--- config.mk ---
export PLATFORM = sky130hd
export DESIGN_NAME = rom_burst_reader
export DESIGN_NICKNAME = d
export VERILOG_FILES = /design/src/rtl/rom_burst_reader.sv
export SDC_FILE = /design/constraint.sdc
export NUM_CORES = 1
export LEC_CHECK = 0
export BUFFER_PORTS_ARGS = -buffer_cell sky130_fd_sc_hd__buf_2
export CORE_MARGIN = 1
export CORE_UTILIZATION = 55
export DETAILED_ROUTE_END_ITERATION = 10
export PLACE_DENSITY = 0.78
export SLEW_MARGIN = 5
export SYNTH_ARGS = -nofsm -noshare
export SYNTH_HDL_FRONTEND = slang
export SYNTH_SLANG_ARGS = --single-unit
--- constraint.sdc ---
create_clock -name clk -period 2.7 [get_ports clk]
set_input_delay 0.54 -clock clk [delete_from_list [all_inputs] [get_ports clk]]
set_output_delay 0.54 -clock clk [all_outputs]
set_load 0.03 [all_outputs]
--- src/rtl/rom_burst_reader.sv ---
// Synchronous ROM with a burst read engine streaming consecutive words on valid/ready.
// Define ROM_WRAP_EN to accept bursts that run past the top address and wrap to 0.
module rom_burst_reader #(
  parameter int    ADDR_W    = 8,
  parameter int    DATA_W    = 8,
  parameter string INIT_FILE = "rom.hex"
) (
  input  logic              clk,
  input  logic              rst_n,
  input  logic              start,
  input  logic [ADDR_W-1:0] base_addr,
  input  logic [ADDR_W:0]   len,
  input  logic              abort,
  output logic [DATA_W-1:0] out_data,
  output logic              out_valid,
  input  logic              out_ready,
  output logic              out_last,
  output logic              busy,
  output logic              done,
  output logic              err
);

  localparam int DEPTH = 1 << ADDR_W;
  localparam logic [ADDR_W+1:0] DEPTH_EXT = (ADDR_W + 2)'(DEPTH);

  typedef enum logic {
    IDLE,
    RUN
  } state_t;

  state_t              state_q, state_d;
  logic [ADDR_W-1:0]   rd_ptr_q, rd_ptr_d;
  logic [ADDR_W:0]     remaining_q, remaining_d;
  logic [DATA_W-1:0]   out_data_q, out_data_d;
  logic                out_valid_q, out_valid_d;
  logic                out_last_q, out_last_d;
  logic                done_q, done_d;
  logic                err_q, err_d;

  logic [DATA_W-1:0]   rom_word;
  logic                rd_en;
  logic                beat_xfer;
  logic                len_too_big;
  logic                wrap_reject;

  logic [DATA_W-1:0]   mem [DEPTH];

  // NOTE: the ROM image is set up once at time zero and is never reset;
  // only the control registers below see rst_n.
  initial begin
    for (int i = 0; i < DEPTH; i++) mem[i] = DATA_W'(i);
  end

  assign rom_word = mem[rd_ptr_q];

  assign beat_xfer   = out_valid_q && out_ready;
  assign len_too_big = {1'b0, len} > DEPTH_EXT[ADDR_W+1:0];

`ifdef ROM_WRAP_EN
  // rd_ptr rolls over naturally, so running past the top is legal.
  assign wrap_reject = 1'b0;
`else
  logic [ADDR_W+1:0] end_addr;
  assign end_addr    = {2'b00, base_addr} + {1'b0, len};
  assign wrap_reject = end_addr > DEPTH_EXT;
`endif

  always_comb begin
    // NOTE: every variable gets its hold value first so no path through the
    // case below can leave one unassigned and infer a latch.
    state_d     = state_q;
    rd_ptr_d    = rd_ptr_q;
    remaining_d = remaining_q;
    out_data_d  = out_data_q;
    out_valid_d = out_valid_q;
    out_last_d  = out_last_q;
    done_d      = 1'b0;
    err_d       = 1'b0;
    rd_en       = 1'b0;

    case (state_q)
      IDLE: begin
        if (start) begin
          if (len == '0) begin
            done_d = 1'b1;
          end else if (len_too_big || wrap_reject) begin
            err_d = 1'b1;
          end else begin
            rd_ptr_d    = base_addr;
            remaining_d = len;
            state_d     = RUN;
          end
        end
      end
      RUN: begin
        // Abort wins over a beat handing over in the same cycle.
        if (abort) begin
          out_valid_d = 1'b0;
          out_last_d  = 1'b0;
          remaining_d = '0;
          state_d     = IDLE;
        end else begin
          rd_en = (remaining_q != '0) && (!out_valid_q || out_ready);
          if (rd_en) begin
            out_data_d  = rom_word;
            out_valid_d = 1'b1;
            out_last_d  = (remaining_q == (ADDR_W + 1)'(1));
            rd_ptr_d    = rd_ptr_q + 1'b1;
            remaining_d = remaining_q - 1'b1;
          end else if (beat_xfer) begin
            out_valid_d = 1'b0;
            out_last_d  = 1'b0;
          end
          if (beat_xfer && out_last_q) begin
            done_d  = 1'b1;
            state_d = IDLE;
          end
        end
      end
      default: state_d = IDLE;
    endcase
  end

  always_ff @(posedge clk or negedge rst_n) begin
    if (!rst_n) begin
      state_q     <= IDLE;
      rd_ptr_q    <= '0;
      remaining_q <= '0;
      out_data_q  <= '0;
      out_valid_q <= 1'b0;
      out_last_q  <= 1'b0;
      done_q      <= 1'b0;
      err_q       <= 1'b0;
    end else begin
      // NOTE: non-blocking updates so every register samples pre-edge values.
      state_q     <= state_d;
      rd_ptr_q    <= rd_ptr_d;
      remaining_q <= remaining_d;
      out_data_q  <= out_data_d;
      out_valid_q <= out_valid_d;
      out_last_q  <= out_last_d;
      done_q      <= done_d;
      err_q       <= err_d;
    end
  end

  assign out_data  = out_data_q;
  assign out_valid = out_valid_q;
  assign out_last  = out_last_q;
  assign busy      = (state_q == RUN);
  assign done      = done_q;
  assign err       = err_q;

endmodule

== Word level (Yosys, flattened, before mapping) ==
Memory sizes are Yosys's and may differ from the RTL's. A register that Yosys moved wholly into a read port is not among the register bits.
Cells that the tools add are included.

* Add/sub/neg operators: 3
* Magnitude comparators: 2
* Equality and inequality tests: 7
* Muxes and demuxes: 32
* Bitwise operators: 2
* Reduce and logical (&&, ||, !) cells: 14

{| class="wikitable"
|+ Operators by type and width
! kind !! count
|-
| two-way mux 9 bit || 5
|-
| two-way mux 8 bit || 5
|-
| two-way mux 1 bit || 18
|-
| case mux 9 bit (2 select lines) || 1
|-
| case mux 8 bit (2 select lines) || 1
|-
| adder 8 x 9 -> 10 bit || 1
|-
| > comparator 10 x 9 -> 1 bit, second input constant || 1
|-
| equality test 9 x 1 -> 1 bit, second input constant || 1
|-
| > comparator 9 bit, second input constant || 1
|-
| zero test 9 bit || 1
|-
| nonzero test 9 bit || 1
|-
| subtractor 9 x 1 -> 9 bit, second input constant || 1
|-
| adder 8 x 1 -> 8 bit, second input constant || 1
|-
| != test 2 bit, second input constant || 4
|-
| AND reduction 5 bit || 1
|-
| case mux 1 bit (2 select lines) || 2
|-
| AND reduction 4 bit || 1
|-
| logical AND 1 bit || 3
|-
| != test 3 x 2 -> 1 bit, second input constant || 1
|-
| AND reduction 3 bit || 1
|-
| nonzero test 3 bit || 1
|-
| zero test 1 bit || 2
|-
| logical OR 1 bit || 2
|-
| != test 2 x 1 -> 1 bit, second input constant || 1
|-
| other kinds (2) || 3
|}

* Flip-flop bits (word level): 22
* Bits in read-only memories: 2048
* Logic and storage cells: 68
* Memories: 1

{| class="wikitable"
|+ Memory list
! memory !! words !! bits a word !! read ports !! clocked after memory_dff !! wr ports !! line !! RTL
|-
| mem || 256 || 8 || 1 || 1 || 0 || 46 || <nowiki>logic [DATA_W-1:0] mem [DEPTH];</nowiki>
|}

== Depth between registers and ports, before layout ==
Gate-level depths: netlist of run 1.

* Depth after elaboration: 7
* Mapped depth: 11

== Worst setup path before layout of run 1 ==
No wires, ideal clock.

* Path type: input to register
* Start point: input port base_addr[0]
* End point: register remaining_q[1]
* Library setup time: 125 ps
* Arrival: 2830 ps
* Path slack: -255 ps
* Stages: 10
* Buffers on the path: 0
* Cell sequence: ha_1 inv_1 fa_1 nor2b_4 o31a_1 o311a_1 or2_1 a2111o_1 nand3_4 mux2_4

* Cells in the longest elaborated chain, start to end: 5

{| class="wikitable"
|+ RTL lines
! item !! line !! RTL
|-
| from (decl) || 11 || <nowiki>input logic [ADDR_W-1:0] base_addr,</nowiki>
|-
| adder 8 x 9 -> 10 bit || 64 || <nowiki>assign end_addr = {2'b00, base_addr} + {1'b0, len};</nowiki>
|-
| > comparator 10 x 9 -> 1 bit || 65 || <nowiki>assign wrap_reject = end_addr > DEPTH_EXT;</nowiki>
|-
| logical OR 1 bit || 86 || <nowiki>end else if (len_too_big || wrap_reject) begin</nowiki>
|-
| != test 2 bit (no source line) || - ||
|-
| AND reduction 4 bit (no source line) || - ||
|-
| to (signal assigned) || 138 || <nowiki>remaining_q <= remaining_d;</nowiki>
|-
| to (decl) || 33 || <nowiki>logic [ADDR_W:0] remaining_q, remaining_d;</nowiki>
|}

Every way passes these cells.
A chain may end at the register's enable or synchronous reset.

== Worst setup path after layout of run 1 ==
* Start point: input port len[0]
* End point: register remaining_q[1]

* Cells in the longest elaborated chain, start to end: 5
* Elaborated cells on any way between the ends: 8

{| class="wikitable"
|+ RTL lines
! item !! line !! RTL
|-
| from (decl) || 12 || <nowiki>input logic [ADDR_W:0] len,</nowiki>
|-
| adder 8 x 9 -> 10 bit || 64 ||
|-
| > comparator 10 x 9 -> 1 bit || 65 ||
|-
| logical OR 1 bit || 86 ||
|-
| != test 2 bit (no source line) || - ||
|-
| AND reduction 4 bit (no source line) * || - ||
|}

Every way passes the cells marked *; elsewhere a longest branch is shown, timed or not.

==> results of run 1 <==
[final cells by class]
| class | count | area [µm²] | area share |
|---|---|---|---|
| inverter | 17 | 63.8 | 0.0215 |
| sequential | 30 | 751 | 0.252 |
| tap | 48 | 60.1 | 0.0202 |
| timing repair buffer | 74 | 498 | 0.167 |
| clock inverter | 2 | 60.1 | 0.0202 |
| multi-input combinational | 199 | 1460 | 0.491 |
| clock buffer | 6 | 82.6 | 0.0278 |
[per-stage QoR]
step           instances  utilization  setup WS [ps]
6_report             376        0.794          -22.8
3_5_place_dp         365        0.720           -366
5_1_grt              376        0.794           -107
4_1_cts              375        0.769           7.90
3_3_place_gp         365        0.720           -311
2_1_floorplan        252            -           -227
[registers in the layout, summed over array words and instances (netlist names)]
signal and cells:
busy 1, done 1, err 1, out_data 8
out_last 1, out_valid 1, rd_ptr_q 8, remaining_q 9
[what timing repair did]
| action | 4_1_cts | 5_1_grt |
|---|---|---|
| pin swaps | 8 | 10 |
| setup endpoints to repair | 10 | 17 |
| gates resized for setup | 4 | 15 |
| buffers inserted | 2 | 1 |
[layer usage]
| metal | vias up | track usage | share of wire |
|---|---|---|---|
| met5 | - | 0 | 0 |
| met3 | 26 | 0.0677 | 0.076 |
| met4 | 0 | 0.152 | 0.025 |
| met2 | 103 | 0.500 | 0.46 |
| li1 | 1092 | - | - |
| met1 | 1072 | 0.428 | 0.44 |
[cells in the mapped netlist (4+ instances only)]
master and number:
nand2_1 43, dfrtp_1 30, inv_1 17, o21ai_0 16, a21oi_1 13, nand3_1 12, ha_1 11, nor2_1 9
o211ai_1 7, nor2b_1 6, o221a_2 6, clkbuf_1 5, a31oi_1 4, and3_1 4, nor3_1 4
[power by group]
group / internal [mW] / switching (mW)
Clock: 0.394 / 0.183
Sequential: 0.632 / 0.217
Combinational: 0.454 / 0.599
Total: 1.48 / 0.998
[logic make-up after synthesis]
group | Yosys count | synth area share
AND/OR/NAND/NOR | 107 | 0.273
multiplexers | 3 | 0.0165
AO/OA/AOI/OAI | 74 | 0.244
flip-flops | 30 | 0.341
buffers and inverters | 23 | 0.0426
XOR/XNOR | 3 | 0.0119
adder cells (fa/ha/maj) | 12 | 0.0716
[how the worst max path moves through the flow]
stage | endpoint | slack [ps] | startpoint
after global routing | rd_ptr_q[1] | -110 | len[0]
after detailed placement | remaining_q[1] | -370 | base_addr[0]
after floorplan | remaining_q[1] | -230 | base_addr[0]
after global placement | remaining_q[1] | -310 | base_addr[0]
after CTS | remaining_q[5] | 8 | base_addr[1]
final | remaining_q[1] | -20 | len[0]
==> results list, run 1 <==
- In this run the vertical extent of the chip is approximately 65 µm.
* Number of cells on the critical path: 11
* Number of flip-flops and latches in the synthesized netlist: 30
- Wire length of the first global-routing pass: around 10000 µm
- Traced cell by cell, the critical path runs through buf_8 > ha_4 > inv_2 > fa_2 > nor2b_4 > o31a_1 > o311a_1 > or2_1 > a2111o_1 > nand3_4 > mux2_4.
- Final count of pins violating max slew: 0
* N_diodes: 0
- Among cell families on the critical path, the largest total delay comes from compound AO/OA/AOI/OAI gates.
- Number of input and output port buffers inserted: 34
- Number of buffers and inverters on the critical path: 2
- In the final timing run, aggregate negative setup slack is -41.1 ps.
* Type of the tightest min-delay check: in -> async
* Cell taking the most area after synthesis: dfrtp_1
- Final-report setup violation count: 2
- Worst-case vdd ir drop: 0.000687 V
- Kind of start point of the critical path: primary input
- The worst setup path is of the in -> reg kind.
- The floorplan step defined a die boundary enclosing 4260 µm².
* Top cells by area in the synthesized netlist: dfrtp_1 34%, nand2_1 7.3%, ha_1 6.3%
- Element type at the critical path end: flop
* Power per cell area: ~830 nW/µm²
- Boundary pin count: 35
- Measured against its own limit, the worst slew margin works out to 0.536.
- Least setup slack across all paths after layout: -22.8 ps
* R2R setup slack: 220 ps
- Using the TritonRoute via totals, the vias-per-cell ratio works out to roughly 6.1.
- Across the run, the number of max-cap violations was 0.
- After floorplanning, the core was sized to cover about 3700 µm².
- Buffers from clock root to sink, at most: 2
- In this run the number of H-tree levels came out at 2.
* Clock tree from TritonCTS: done
* Clk slew on worst S/H paths: roughly 70 ps
- For this design, the CTS-stage hold fixing added 0 buffers.
- The routed design could run at a clock period as short as 2720 ps.
- The tree built by TritonCTS fans out to 30 sinks.
- Most common cell after layout, fill and taps aside: nand2_1
* Synth-to-layout area growth: 35.1%
- For the worst setup path, the data required time is around 2900 ps.
* Count of standard-cell rows: 22
- Max stage delay cell, worst path: a2111o_1
- Reg2Reg Capture Point: rd_ptr_q[6]
- The flow ran to the end, but the final reports show violations.
* Detail-routed net length per standard cell: 17.1 µm
- Maximum number of pins on one net before global-route repair: 31
- Post-synth top area share: 0.341
- A synthesized cell averages slightly below 9 µm².
- Summing all placed instances gives a cell area of 2700 µm².
- After synthesis the cells add up to around 2200 µm².
* Number of global-route vias before repair: about 2200
* Library cells used by synthesis: 62
- The detailed router finished its first iteration with approximately 200 violations.
- Worst r2r path cells: 10
- Clock root buffer master: clkbuf_8
- Async set or reset register ratio after synthesis: 1.00
* Synthesized netlist cell count: 252
- Critical path peak fanout: 4
- Of the available clock period, the critical path in the final layout requires 1.01.
- Total clock buffers created by CTS: 5
* Vias after detailed routing: 2293
- In the synthesized netlist the dominant register cell turns out to be dfrtp_1.
- In this design, the stage delay of the slowest critical-path cell is ~470 ps.
- The initial antenna violation count is 0.
* Synthesis Warnings: 0
* DRC Markers: 0
* Total congestion overflow after global routing: 0
* Share of layout cells above drive strength 1: 0.338
- Global router's overall resource usage: 0.323
- The top cell types in the final layout, fill and taps aside, are 43 x nand2_1, 37 x buf_4, 32 x buf_2.
- Number of nets still failing antenna checks after routing: 0
- On the final layout, the worst clock skew is 6.54 ps.
- Maximum clock frequency: roughly 370 MHz
* Clock network latency to the later pin of the worst-skew pair: around 290 ps
* Final weighted congestion in routability-driven placement: between 0.9 and 1
- For the worst setup path, the data arrival time is 2900 ps.
- Hold violation count in the final report: 0
- Number of detailed-routing iterations run before antenna repair: 5
- Final layout net count: 361
- After routing the design area is 2970 µm².
* Initial core utilization: 0.588
- The startpoint identified for the worst register-to-register timing path is remaining_q[0].
- After layout, the design draws a total of 2.48 mW.
* Chip Width: 65.3 µm
- The tightest hold path in the finished design has a slack of 287 ps.
- Violated checks: setup timing
- The routed design has approximately 6400 µm of wire.
- The analysis attributes to cell leakage a power of roughly 1.4 nW.
- In this run, synthesis inferred 0 flip-flops with an integrated enable.
* Seq/Total Area, Yosys: 0.341
- Counting every net in the synthesized netlist gives ~290.
* Setup repair after global routing missed its margin: yes
- Detailed placement finished with a half-perimeter wire length of about 4500 µm.
* Number of fill cells in the layout: ~260
- For the pin with the worst max-slew slack, the measured transition is ~700 ps.
(Power assumes the default switching activity.)
==> run 2, diff against run 1 <==
CORE_UTILIZATION = 37   (was 55)
PLACE_DENSITY = unset   (was 0.78)
clock period = 2.77 ns   (was 2.7 ns; I/O delays follow)
==> results list, run 2 (synthesis results as in run 1) <==
- Post-route fraction of the period consumed by the critical path: 0.970
* Cts hold-fix bufs: 0 (unchanged)
* Total clock buffers created by CTS: 5 (unchanged)
- H-tree level count: 2 (unchanged)
- Top reg by flops: remaining_q (unchanged)
- Number of nets still failing antenna checks after routing: 0 (unchanged)
* DR vias/cell: 5.43 (was 6.10)
- Commonest cells after routing, fill and taps aside: 43 x nand2_1, 37 x buf_4, 32 x buf_2 (unchanged)
* Vias after detailed routing: 2166 (was 2293)
* Total congestion overflow after global routing: 0 (unchanged)
- The global-route wire length before repair came to 10100 µm (was 10300 µm).
- Count of standard-cell rows: 27 (was 22)
- Worst-case vdd ir drop: 0.000402 V (was 0.000687 V)
- Cell area after layout: 2870 µm² (was 2970 µm²)
- N_diodes: 0 (unchanged)
- The horizontal die dimension came to 79.1 µm (was 65.3 µm).
- The arrival time of data at the critical path endpoint is 2860 ps (was 2900 ps).
- Buffers from clock root to sink, at most: 2 (unchanged)
- The layout overhead on the synthesized area is 30.3% (was 35.1%).
- Final std cells w/o fill: 399 (was 376)
- Type of the tightest min-delay check: in -> async (unchanged)
* Power per cell area: 743 nW/µm² (was 833 nW/µm²)
* Max-slew headroom: 0.541 (was 0.536)
- Clock tree from TritonCTS: done (unchanged)
* Maximum number of pins on one net before global-route repair: 31 (unchanged)
- Setup repair after global routing missed its margin: yes (unchanged).
* Clk slew on worst S/H paths: 70 ps (about the same)
- Number of global-route vias before repair: 2036 (was 2202)
* Floorplan core area: 5610 µm² (was 3740 µm²)
- The maximum fanout encountered on the critical timing path was 3 (was 4).
* Run status: complete, no violations (was finished, violations left)
* Die footprint: 6260 µm² (was 4260 µm²)
- CTS sink count: 30 (unchanged)
* Final count of pins violating max slew: 0 (unchanged)
* Worst clock skew: 5.41 ps (was 6.54 ps)
* Most common cell after layout, fill and taps aside: nand2_1 (unchanged)
- The worst-path cell with the longest stage delay is a2111o_1 (unchanged).
- The number of design-rule violations left by the first detailed-router iteration is 250 (was 201).
- The initial core utilization came to 0.393 (was 0.588).
- The number of hold violations in the final report came to 0 (unchanged).
* Number of detailed-routing iterations run before antenna repair: 4 (was 5)
- The count of endpoints failing setup in the final report came to 0 (was 2).
- The placed wire-length estimate came to 4580 µm (was 4510 µm).
- Max FFs per register: 9 (unchanged)
- Number of input and output port buffers inserted: 34 (unchanged)
* Least setup slack across all paths after layout: 82.5 ps (was -22.8 ps)
- Kind of start point of the critical path: primary input (unchanged)
- The leakage component of the power was 1.37 nW (was 1.41 nW).
- The die height came to 79.1 µm (was 65.3 µm).
- The final cell utilization of the core was 0.512 (was 0.794).
* Number of buffers and inverters on the critical path: 2 (unchanged)
- The average wire length per cell after detail routing came to 14.9 µm (was 17.1 µm).
* Clock network latency to the later pin of the worst-skew pair: 280 ps (was 290 ps)
- The highest cell delay on the worst timing path was 440 ps (was 470 ps).
- Post-detailed-placement cell area: 2730 µm² (was 2700 µm²)
- The fraction of layout instances using a drive strength above 1 came to 0.318 (was 0.338).
- The final weighted congestion in routability-driven placement was 0.849 (was 0.981).
- The minimum setup slack after placement came to -290 ps (was -366 ps).
- The category of the worst setup path capture point was a flop (unchanged).
- The critical setup path kind is in -> reg (unchanged).
- Antenna violations before repair: 0 (unchanged)
* Reported max-cap violation count: 0 (unchanged)
- Worst-margin pin slew: 688 ps (was 697 ps)
- Clock period minus final worst setup slack: 2690 ps
- Final layout net count: 360 (was 361)
- Cell Chain, Critical Path: buf_8 > ha_4 > inv_2 > fa_2 > nor2b_4 > o31a_1 > o311a_1 > or2_1 > a2111o_1 > nand3_4 > mux2_4 (unchanged)
- The residual DRC count was 0 (unchanged).
- Instance count after placement with tap cells included: 390 (was 365)
- Routed WL: 5950 µm (was 6450 µm)
- The total global-route track usage was 0.209 (was 0.323).
- Based on the critical path, the design can be clocked at up to 372 MHz.
- The master cell of the clock root buffer was clkbuf_8 (unchanged).
- The top-level port count was 35 (unchanged).
* Worst path top cell family by delay: compound AO/OA/AOI/OAI gates (unchanged)
- Worst path required time: 2940 ps (was 2880 ps)
-- run 2: timing repair --
action,in CTS,in global routing
setup buffers,0,1
gates resized for setup,0,9
hold endpoints to repair,0,0
setup endpoints to repair,0,18
-- run 2: path summary, 6_finish.rpt --
kind,startpoint,end,slack (ps),cells after the start
setup / recovery,len[0],remaining_q[1],80,11
hold / removal,rst_n,rd_ptr_q[4],310,1
setup reg to reg,remaining_q[1],rd_ptr_q[1],200,9
hold reg to reg,out_data[7],out_data[7],470,2
max in group asynchronous,rst_n,remaining_q[4],2020,1
min in group clk,out_data[7],out_data[7],470,2
-- run 2: metrics by stage --
stage,power (mW),TNS [ps],hold WS (ps)
after CTS,2.12,0,326
after detailed placement,1.75,-3800,460
final,2.13,0,307
after global placement,1.74,-2970,447
after global routing,2.30,-13.3,359
after floorplan,1.43,-207,258
-- run 2: final cells by class --
cell class | count | area, µm²
fillers | 566 | 2740
repair buffers | 73 | 487
clock inverters | 1 | 5.00
well taps | 72 | 90.1
clock buffers | 7 | 86.3
inverters | 17 | 63.8
flip-flops and latches | 30 | 751
multi-input cells | 199 | 1390
-- run 2: metal layers --
| metal | vias up | wire length (µm) | track usage |
|---|---|---|---|
| met5 | - | 0 | 0 |
| met1 | 1002 | 2880 | 0.297 |
| met4 | 0 | 108 | 0.0800 |
| met3 | 10 | 321 | 0.0414 |
| li1 | 1084 | - | - |
| met2 | 70 | 2640 | 0.310 |
-- run 2: power by group --
part | switching (mW) | total [mW] | internal [mW]
combinational | 0.536 | 0.952 | 0.416
clock | 0.169 | 0.369 | 0.200
sequential | 0.195 | 0.811 | 0.616
total | 0.900 | 2.13 | 1.23
